<file path="src/rtl/cp0_unit.sv">
// Coprocessor-0 register file and exception/interrupt arbiter.
//
// Holds SR (12), Cause (13), EPC (14) and the constant PRId (15). Raises
// IntReq combinationally when an enabled hardware interrupt or an M-stage
// exception must be taken. Also serves mfc0 reads, mtc0 writes and eret.
//
// Ports:
//   clk      in   1   system clock, all state updates on posedge
//   reset    in   1   synchronous, active-high
//   A1       in   5   mfc0 read register number
//   A2       in   5   mtc0 write register number
//   DIn      in   32  mtc0 write data
//   WE       in   1   mtc0 write enable (M stage)
//   PC       in   32  PC of the M-stage instruction
//   BD       in   1   M-stage instruction sits in a branch delay slot
//   ExcCode  in   5   M-stage exception code, 0 = none
//   HWInt    in   6   hardware interrupt lines [7:2]
//   EXLClr   in   1   eret in M stage
//   IntReq   out  1   take interrupt/exception this cycle (combinational)
//   EPC      out  32  EPC register value (eret target)
//   DOut     out  32  mfc0 read data (combinational on A1)
module cp0_unit #(
    parameter logic [31:0] PRID = 32'h2020_0730
) (
    input  logic        clk,
    input  logic        reset,
    input  logic [4:0]  A1,
    input  logic [4:0]  A2,
    input  logic [31:0] DIn,
    input  logic        WE,
    input  logic [31:0] PC,
    input  logic        BD,
    input  logic [4:0]  ExcCode,
    input  logic [5:0]  HWInt,
    input  logic        EXLClr,
    output logic        IntReq,
    output logic [31:0] EPC,
    output logic [31:0] DOut
);

    typedef enum logic {
        EXL_NORMAL  = 1'b0,
        EXL_HANDLER = 1'b1
    } exl_state_t;

    exl_state_t  r_exl_state;
    exl_state_t  w_exl_next;

    logic [5:0]  r_im;
    logic        r_ie;
    logic [5:0]  r_ip;
    logic        r_bd;
    logic [4:0]  r_exccode;
    logic [29:0] r_epc;

    logic        w_exl;
    logic        w_int_irq;
    logic        w_exc_irq;
    logic        w_sr_we;
    logic        w_epc_we;
    logic [29:0] w_epc_target;
    logic [31:0] w_sr;
    logic [31:0] w_cause;
    logic        w_unused_pc;

    // PC is word aligned; the low bits carry no information here.
    assign w_unused_pc = ^PC[1:0];

    assign w_exl     = (r_exl_state == EXL_HANDLER);
    // Interrupts look at the live HWInt lines, not the latched IP copy.
    assign w_int_irq = (|(HWInt & r_im)) & r_ie & ~w_exl;
    assign w_exc_irq = (ExcCode != 5'd0) & ~w_exl;
    assign IntReq    = w_int_irq | w_exc_irq;

    // mtc0 is squashed when the same instruction is being interrupted.
    assign w_sr_we  = WE & ~IntReq & (A2 == 5'd12);
    assign w_epc_we = WE & ~IntReq & (A2 == 5'd14);

    // A delay-slot instruction restarts at its branch, one word earlier.
    assign w_epc_target = BD ? (PC[31:2] - 30'd1) : PC[31:2];

    assign w_sr    = {16'b0, r_im, 8'b0, w_exl, r_ie};
    assign w_cause = {r_bd, 15'b0, r_ip, 3'b0, r_exccode, 2'b0};
    assign EPC     = {r_epc, 2'b00};

    always_comb begin
        DOut = '0;
        case (A1)
            5'd12:   DOut = w_sr;
            5'd13:   DOut = w_cause;
            5'd14:   DOut = {r_epc, 2'b00};
            5'd15:   DOut = PRID;
            default: DOut = '0;
        endcase
    end

    // Entry beats eret, and eret beats an mtc0 write of the EXL bit.
    always_comb begin
        w_exl_next = r_exl_state;
        if (IntReq) begin
            w_exl_next = EXL_HANDLER;
        end else if (EXLClr) begin
            w_exl_next = EXL_NORMAL;
        end else if (w_sr_we) begin
            w_exl_next = DIn[1] ? EXL_HANDLER : EXL_NORMAL;
        end
    end

    always_ff @(posedge clk) begin
        if (reset) begin
            r_exl_state <= EXL_NORMAL;
        end else begin
            r_exl_state <= w_exl_next;
        end
    end

    always_ff @(posedge clk) begin
        if (reset) begin
            r_im      <= '0;
            r_ie      <= 1'b0;
            r_ip      <= '0;
            r_bd      <= 1'b0;
            r_exccode <= '0;
            r_epc     <= '0;
        end else begin
            r_ip <= HWInt;
            if (IntReq) begin
                r_exccode <= w_int_irq ? 5'd0 : ExcCode;
                r_bd      <= BD;
                r_epc     <= w_epc_target;
            end else begin
                if (w_sr_we) begin
                    r_im <= DIn[15:10];
                    r_ie <= DIn[0];
                end
                if (w_epc_we) begin
                    r_epc <= DIn[31:2];
                end
            end
        end
    end

endmodule
</file>
<file path="config.mk">
export PLATFORM = sky130hd
export DESIGN_NAME = cp0_unit
export DESIGN_NICKNAME = d
export VERILOG_FILES = /design/src/rtl/cp0_unit.sv
export SDC_FILE = /design/constraint.sdc
export NUM_CORES = 1
export LEC_CHECK = 0
export ABC_AREA = 1
export CORE_ASPECT_RATIO = 0.75
export CORE_UTILIZATION = 43
export DETAILED_ROUTE_END_ITERATION = 8
export GPL_TIMING_DRIVEN = 0
export PLACE_DENSITY = 0.9
export SETUP_SLACK_MARGIN = 0.1
export SYNTH_ARGS = -nofsm -noshare
export SYNTH_HDL_FRONTEND = slang
export SYNTH_SLANG_ARGS = --single-unit
export TNS_END_PERCENT = 50
</file>
<file path="constraint.sdc">
create_clock -name clk -period 1.76 [get_ports clk]
set_input_delay 0.264 -clock clk [delete_from_list [all_inputs] [get_ports clk]]
set_output_delay 0.264 -clock clk [all_outputs]
set_load 0.01 [all_outputs]
</file>
Yosys cells after proc, flatten, opt, wreduce, memory -nomap -nowiden:

Cells that the tools add are included.
W data, S select, Z words.

* $add $sub $neg: 1
* $mul: 0
* div/mod/pow operators: 0
* $lt $le $gt $ge: 0
* equality and inequality tests: 6
* shifts and indexed selects: 0
* multiplexer cells: 9
* bitwise gates (word level): 10
* reduce and logical (&&, ||, !) cells: 5

Operators by type and width (count)
* $pmux W32 S4: 1
* $mux W30: 3
* $eq A5 B4 Y1 const B: 6
* $sub A30 B1 Y30 const B: 1
* $and A1 B1 Y1: 6
* $and A6 B6 Y6: 1
* $reduce_or A6 Y1: 1
* $mux W5: 1
* $reduce_bool A5 Y1: 1
* $mux W1: 4
* $reduce_bool A3 Y1: 1
* $not A1 Y1: 2
* $reduce_and A2 Y1: 1
* $reduce_bool A2 Y1: 1
* $or A1 B1 Y1: 1

* register bits after elaboration: 50
* bits in latches: 0
* RAM bits: 0
* memory bits (read-only): 0
* bits of input ports: 90
* output and inout bits: 65
* word-level logic and storage cells: 38
* memories kept: 0

Depth between registers and ports, before layout:

Gate-level depths: netlist of the first run.

* word-level depth: 11
* depth in mapped cells: 13
* gate-level depth less buffers: 13

Worst setup path before layout of the first run:

OpenSTA, ideal clock, no wires.

* kind: input-to-reg
* from: input PC[2]
* to: register r_epc[28]
* library setup time: 128 ps
* arrival time: 1275 ps
* data required time: 1632 ps
* path slack: 358 ps
* stages on the path: 13
* buffers on the path: 0
* cells stage by stage: inv_1 > ha_1 > nand2_2 > clkinv_2 > nand3_4 > nor2_4 > nand2_4 > nor2_4 > nand2_1 > nand2_1 > nor2_1 > nor2_1 > nor2_1

* longest elaborated chain between the ends: 3

Ends and longest elaborated chain
* start, declared: line 31 `input logic [31:0] PC,`
* $sub A30 B1 Y30: line 80 `assign w_epc_target = BD ? (PC[31:2] - 30'd1) : PC[31:2];`
* $mux W30: line 80
* $mux W30: line 127 `if (IntReq) begin`
* end signal, assigned: line 130 `r_epc <= w_epc_target;`
* end signal, assigned: line 137 `r_epc <= DIn[31:2];`
* end, declared: line 54 `logic [29:0] r_epc;`

No other way between the ends.
A chain may end at the register's enable or synchronous reset.

Worst setup path after layout of the first run:

* from: input A1[2]
* to: output DOut[4]

* longest elaborated chain between the ends: 2
* elaborated cells on any way between the ends: 5
* classes of those cells: eq/ne: 4; mux: 1

Ends and longest elaborated chain
* start, declared: line 27 `input logic [4:0] A1,`
* $eq A5 B4 Y1: line 88 `case (A1)`
* $pmux W32 S4 (*): line 88
* end, declared: line 38 `output logic [31:0] DOut`

Mark *: on every way between the ends. The rest lies on a longest branch, timed or not.

==> results.py, run 1 <==
metrics = {
    "sta": {
        "final_max_slew_viol_count": 0,
        "fin_crit_ns": 1.65,
        "rsz0062_at_grt": "yes",
        "timing.hold.ws_ns": 0.341,
        "slew_headroom_pct": 61.6,
        "min_period_over_period_pct": 93.9,
        "clock_skew_ns": 0.00605,
        "finalWorstSetupSlack_ns": 0.108,
        "hold_viol": 0,
        "fmax_mhz": 605,
        "setup_tns_ns": 0,
        "worst_slew_pin_slew_ns": 0.576,
        "setup_viol": 0,
    },
    "final_layout": {
        "fill_cells": 694,
        "nets": 853,
        "drive_gt1_share_pct": 20.6,
        "area_delta_synth_final_pct": 57.4,
        "final_cell_mix": "nand2_1 (180), clkdlybuf4s50_1 (91), inv_1 (64), nor2_1 (62), dfxtp_1 (47)",
        "instances_no_fill": 867,
        "antenna_cells": 0,
        "layout_commonest_cell": "nand2_1",
        "post-route-util_pct": 70.7,
    },
    "floorplan": {
        "io_pins": 155,
        "die_area_um2": 8710,
        "core-area_um2": 7990,
        "die_width_um": 107,
        "die_h_um": 81.1,
        "initial_utilization_pct": 44.9,
        "fp-row-count": 28,
    },
    "yosys": {
        "synth_top_flop_cell": "dfxtp_1",
        "ys_types": 37,
        "syn_area_um2": 3590,
        "syn_area_per_cell_um2": 6.10,
        "ys_warn_count": 0,
        "ys_seq_area_share_pct": 27.9,
        "synth_seq_cells": 50,
        "synthArstFlopShare_pct": 0,
        "postSynthCellCount": 588,
        "synth_edf_count": 0,
    },
    "setup_path": {
        "cp_max_fo": 3,
        "worstSetupStartpointType": "input port",
        "reg2reg_to": "r_epc[22]",
        "rrSetupSlack_ns": 0.17,
        "critPathRequiredTime_ns": 1.50,
        "crit_type": "in -> out",
        "reg2reg_from": "r_im[1]",
        "cp-end-kind": "output port",
        "reg2reg_depth": 11,
        "crit_arrival_ns": 1.39,
    },
    "clocking": {
        "cts_made_buffers": 5,
        "cts_buffer_depth": 2,
        "root_buffer": "clkbuf_8",
        "cts_num_sinks": 50,
        "hold_buffers": 0,
        "htree_levels": 2,
        "clock_latency_ns": 0.30,
        "clk_pin_slew_worst_paths_ns": 0.10,
        "cts_tree": "built",
    },
    "global_routing": {
        "grt_pass1_vias": 4172,
        "grt_pass1_wl_mm": 21.1,
        "antenna_found_initial": 0,
        "grt_max_degree": 16,
        "track_usage_pct": 32.2,
        "overflow": 0,
    },
    "detailed_routing": {
        "num_vias": 4541,
        "wl_mm": 14.2,
        "dr.first_iter.drc_count": 331,
        "drcViolationCount": 0,
        "ant_nets": 0,
        "viasPerCell": 5.24,
        "wire_per_inst_um": 16.4,
        "dr.pass1.iters": 5,
    },
    "power_and_ir_drop": {
        "cellPowerDensity_nw_per_um2": 519,
        "p_leak_nw": 2.64,
        "vdd_drop_max_mv": 0.433,
    },
    "hold_path": {
        "min_to": "r_ip[5]",
        "min_path_cells": 3,
        "worstHoldStart": "HWInt[5]",
        "hold_path_class": "in -> reg",
    },
    "placement": {
        "portBuffers": 150,
        "gp_congestion": 0.938,
        "place_hpwl_mm": 10.8,
        "dpl.cell_count": 844,
        "pre_cts_ws_ns": -0.995,
    },
    "run_status": {
        "status": "finished, final reports clean",
    },
    "run": {
        "cap_violations": 0,
    },
}
## cell families after synthesis
kind of cell / synth area share [%]
fa+ha+maj: 0.349
flops: 27.9
other cells: 0.105
buf+inv: 11.7
xor+xnor: 3.42
simple gates: 44.0
compound gates: 12.5
## worst max-delay path: stages
cell,delay (ns)
dlygate4sd2_1,0.23
nand2_1,0.14
nor2_2,0.06
nand2_1,0.07
inv_2,0.04
clkbuf_8,0.13
buf_4,0.14
nand2_1,0.06
nand3_2,0.10
buf_6,0.15
## synth_stat cells (6+ instances only)
library cell  instances  share of area, %
nand2_1             194                20
nor2_1               76               8.0
nor2_2                9               1.6
nand3_1              34               4.7
dfxtp_1              50                28
inv_1                68               7.1
a21oi_1              29               4.0
a31oi_1               7               1.2
o21ai_1              12               1.7
xor2_1               10               2.4
o21ai_0              20               2.8
nand4_1              10               1.7
buf_2                 8               1.1
clkbuf_1              6              0.63
## per-layer routing
layer	up-vias	wire (µm)	track usage (%)
li1	2189	-	-
met1	2064	6100	42.7
met2	260	6370	55.1
met3	28	1460	4.98
met4	0	256	7.40
met5	-	0	0
## worst max-delay path by stage
stage,from,to,slack [ns],cells after the start
global route,A2[3],r_epc[18],0.06,10
floorplan,PC[2],r_epc[28],0.36,13
global placement,A1[1],DOut[4],-0.99,9
CTS,PC[9],r_epc[17],0.08,10
detailed placement,A1[1],DOut[4],-0.99,9
finish,A1[2],DOut[4],0.11,10
## sequential cells by signal, summed over array words and instances, names as in the netlist
name	cells
r_epc	30
r_im	6
r_ip	6
r_exccode	5
r_bd	1
r_exl_state	1
r_ie	1
## through the flow
step                total power (W)  area, µm²
CTS                         0.00288       5460
detailed placement          0.00219       5220
floorplan                   0.00169       3590
finish                      0.00293       5650
global placement            0.00218       5220
global route                0.00306       5650
## power by group
group	switching (W)	internal (W)	leakage, nW
sequential	0.0000650	0.00122	0.416
combinational	0.000493	0.000471	2.19
clock	0.000409	0.000273	0.0362
## area by class of cell
| class | instances | area (µm²) | area share [%] |
|---|---|---|---|
| Buffer | 22 | 223 | 3.95 |
| Clock buffer | 5 | 68.8 | 1.22 |
| Clock inverter | 2 | 15.0 | 0.266 |
| Inverter | 75 | 298 | 5.27 |
| Multi-Input combinational cell | 442 | 2340 | 41.5 |
| Sequential cell | 50 | 1000 | 17.8 |
| Tap cell | 105 | 131 | 2.33 |
| Timing Repair Buffer | 166 | 1560 | 27.6 |
## timing repair
| item | CTS | global route |
|---|---|---|
| endpoints found under the setup margin | 65 | 56 |
| buffers inserted | 8 | 6 |
| pin swaps | 17 | 12 |
| hold endpoints to repair | 0 | 0 |
| gates resized for setup | 192 | 48 |
| cloned | 2 | 0 |
Note: power is estimated with default switching activity, not from simulation.
==> inputs of run 2 (changes only) <==
CORE_ASPECT_RATIO = 1.2   (was 0.75)
==> run 2 against run 1 <==
Fmax down 4.9%. Die area about the same. Critical path depth down 1. Global-route usage down 1.3 points. Sequential cell count unchanged. Sequential share of layout area down 0.053 points. Clock power up 8.4%. Critical path type unchanged.
==> results.py, run 2 (synthesized netlist as in run 1, its figures left out) <==
metrics = {
    "placement": {
        "place_hpwl_mm": 10.5,
        "gp_congestion": 0.895,
        "portBuffers": 150,
    },
    "final_layout": {
        "fill_cells": 660,
        "register_area_um2": 1010,
        "antenna_cells": 0,
        "final_cell_mix": "nand2_1 (191), clkdlybuf4s50_1 (94), nor2_1 (64), inv_1 (63), dfxtp_1 (46)",
        "largestRegisters": "r_epc (30), r_im (6), r_ip (6)",
        "largest_reg_flops": 30,
        "largest_register": "r_epc",
        "layout_commonest_cell": "nand2_1",
        "multi_input_comb_area_um2": 2270,
        "nets": 861,
        "area_delta_synth_final_pct": 58.1,
        "drive_gt1_share_pct": 17.8,
    },
    "clocking": {
        "hold_buffers": 0,
        "cts_num_sinks": 50,
        "root_buffer": "clkbuf_8",
        "cts_made_buffers": 5,
        "cts_buffer_depth": 2,
        "cts_tree": "built",
        "htree_levels": 2,
        "clk_pin_slew_worst_paths_ns": 0.11,
        "clock_latency_ns": 0.32,
    },
    "detailed_routing": {
        "ant_nets": 0,
        "wire_per_inst_um": 16.9,
        "wl_mm": 14.6,
        "dr.first_iter.drc_count": 370,
        "viasPerCell": 5.43,
        "drcViolationCount": 0,
        "num_vias": 4702,
        "dr.pass1.iters": 6,
    },
    "power_and_ir_drop": {
        "netSwitchingPower_w": 0.00101,
        "vdd_drop_max_mv": 0.360,
        "p_seq_share_pct": 42.6,
        "p_sw_share_pct": 33.7,
        "power.internal_w": 0.00200,
        "share_comb_of_total_power_pct": 32.9,
        "cellPowerDensity_nw_per_um2": 531,
        "p_leak_nw": 2.68,
        "clockPowerShare_pct": 24.5,
    },
    "setup_path": {
        "crit_type": "in -> out",
        "reg2reg_depth": 12,
        "rrSetupSlack_ns": 0.07,
        "critPathMaxStageDelay_ns": 0.42,
        "critPathRequiredTime_ns": 1.50,
        "crit_chain": "clkdlybuf4s50_1 > nand2_1 > nand2_1 > nor2_2 > nand2_2 > nand3_4 > nand2_8 > buf_8 > buf_4",
        "cp-endpoint": "IntReq",
        "crit_arrival_ns": 1.47,
        "cp_max_fo": 6,
        "cp_slowest_cell": "clkdlybuf4s50_1",
        "cp-end-kind": "output port",
        "crit_top_cell": "nand2_1",
        "startpoint": "HWInt[4]",
        "reg2reg_to": "r_epc[19]",
        "worstSetupStartpointType": "input port",
        "reg2reg_from": "r_im[3]",
    },
    "sta": {
        "hold_viol": 0,
        "final_max_slew_viol_count": 0,
        "fin_crit_ns": 1.74,
        "clock_skew_ns": 0.0136,
        "worst_slew_pin_slew_ns": 0.563,
        "min_period_over_period_pct": 98.7,
        "setup_tns_ns": 0,
        "setup_viol": 0,
        "timing.hold.ws_ns": 0.201,
        "slew_headroom_pct": 62.5,
        "fmax_mhz": 576,
        "rsz0062_at_grt": "yes",
    },
    "floorplan": {
        "fp-row-count": 36,
        "die_width_um": 85.4,
        "die_h_um": 102,
        "die_area_um2": 8710,
        "core-area_um2": 8110,
        "io_pins": 155,
        "initial_utilization_pct": 44.2,
    },
    "run_status": {
        "status": "finished, final reports clean",
    },
    "run": {
        "cap_violations": 0,
    },
    "global_routing": {
        "track_usage_pct": 30.9,
        "grt_max_degree": 19,
        "grt_pass1_vias": 4319,
        "antenna_found_initial": 0,
        "grt_pass1_wl_mm": 20.9,
        "overflow": 0,
    },
    "hold_path": {
        "hold_path_class": "in -> reg",
    },
}
## run 2: cell count changes in the layout (fill, tap and decap cells not counted), moves of 4 or more
cell / before / now
nor2_4: 12 / 8
nand2_2: 16 / 5
buf_4: 16 / 25
nand3_2: 5 / 0
clkdlybuf4s15_1: 3 / 10
dlymetal6s2s_1: 10 / 16
nand2_1: 180 / 191
nand3_1: 29 / 34
buf_2: 21 / 9
## run 2: how the worst min path moves through the flow
| stage | start | end | slack [ns] | depth (start not counted) |
|---|---|---|---|---|
| global placement | r_exccode[3] | r_exccode[3] | 0.45 | 2 |
| detailed placement | r_exccode[0] | r_exccode[0] | 0.46 | 2 |
| CTS | r_exccode[0] | r_exccode[0] | 0.48 | 2 |
| global route | HWInt[1] | r_ip[1] | 0.22 | 3 |
| finish | HWInt[3] | r_ip[3] | 0.20 | 3 |
| floorplan | HWInt[0] | r_ip[0] | 0.37 | 2 |
## run 2: metal layers
metal  up-vias  track usage (%)  part of all wire (%)
met4         0             13.7                   5.6
met5         -                0                     0
met1      2145             35.2                    37
met2       289             57.8                    50
li1       2202                -                     -
met3        66             4.04                   7.5
## run 2: area by class of cell
type	instances	share of cell area, %
Multi-Input combinational cell	442	40.1
Tap cell	95	2.10
Clock inverter	3	0.508
Inverter	75	5.23
Buffer	22	3.75
Clock buffer	5	1.21
Timing Repair Buffer	174	29.3
Sequential cell	50	17.7
## run 2: what timing repair did
item / 4_1_cts / 5_1_grt
resized for setup: 116 / 69
hold endpoints to repair: 0 / 0
pin swaps: 8 / 22
setup endpoints to repair: 48 / 75
gates cloned: 2 / 1
setup buffers: 7 / 14
## run 2: metrics by stage
stage | utilization (%) | instances | setup WS [ns] | power (W) | instance area, µm²
floorplan | - | 589 | 0.358 | 0.00169 | 3590
finish | 69.9 | 866 | 0.0232 | 0.00301 | 5670
CTS | 67.0 | 851 | -0.0992 | 0.00292 | 5430
global route | 69.9 | 866 | -0.0569 | 0.00313 | 5670
detailed placement | 64.3 | 834 | -0.905 | 0.00219 | 5210
global placement | 64.3 | 834 | -0.848 | 0.00217 | 5210
## run 2: worst max-delay path, delay by kind of cell
kind          cells  cell delay (ns)
buf+inv           3             0.69
simple gates      6             0.52
## run 2: power groups by stage
stage               combinational [W]  clock [W]  sequential (W)
floorplan                    0.000371          0         0.00132
global placement             0.000871          0         0.00130
detailed placement           0.000890          0         0.00130
CTS                          0.000913   0.000733         0.00128
global route                  0.00106   0.000785         0.00129
finish                       0.000990   0.000739         0.00128
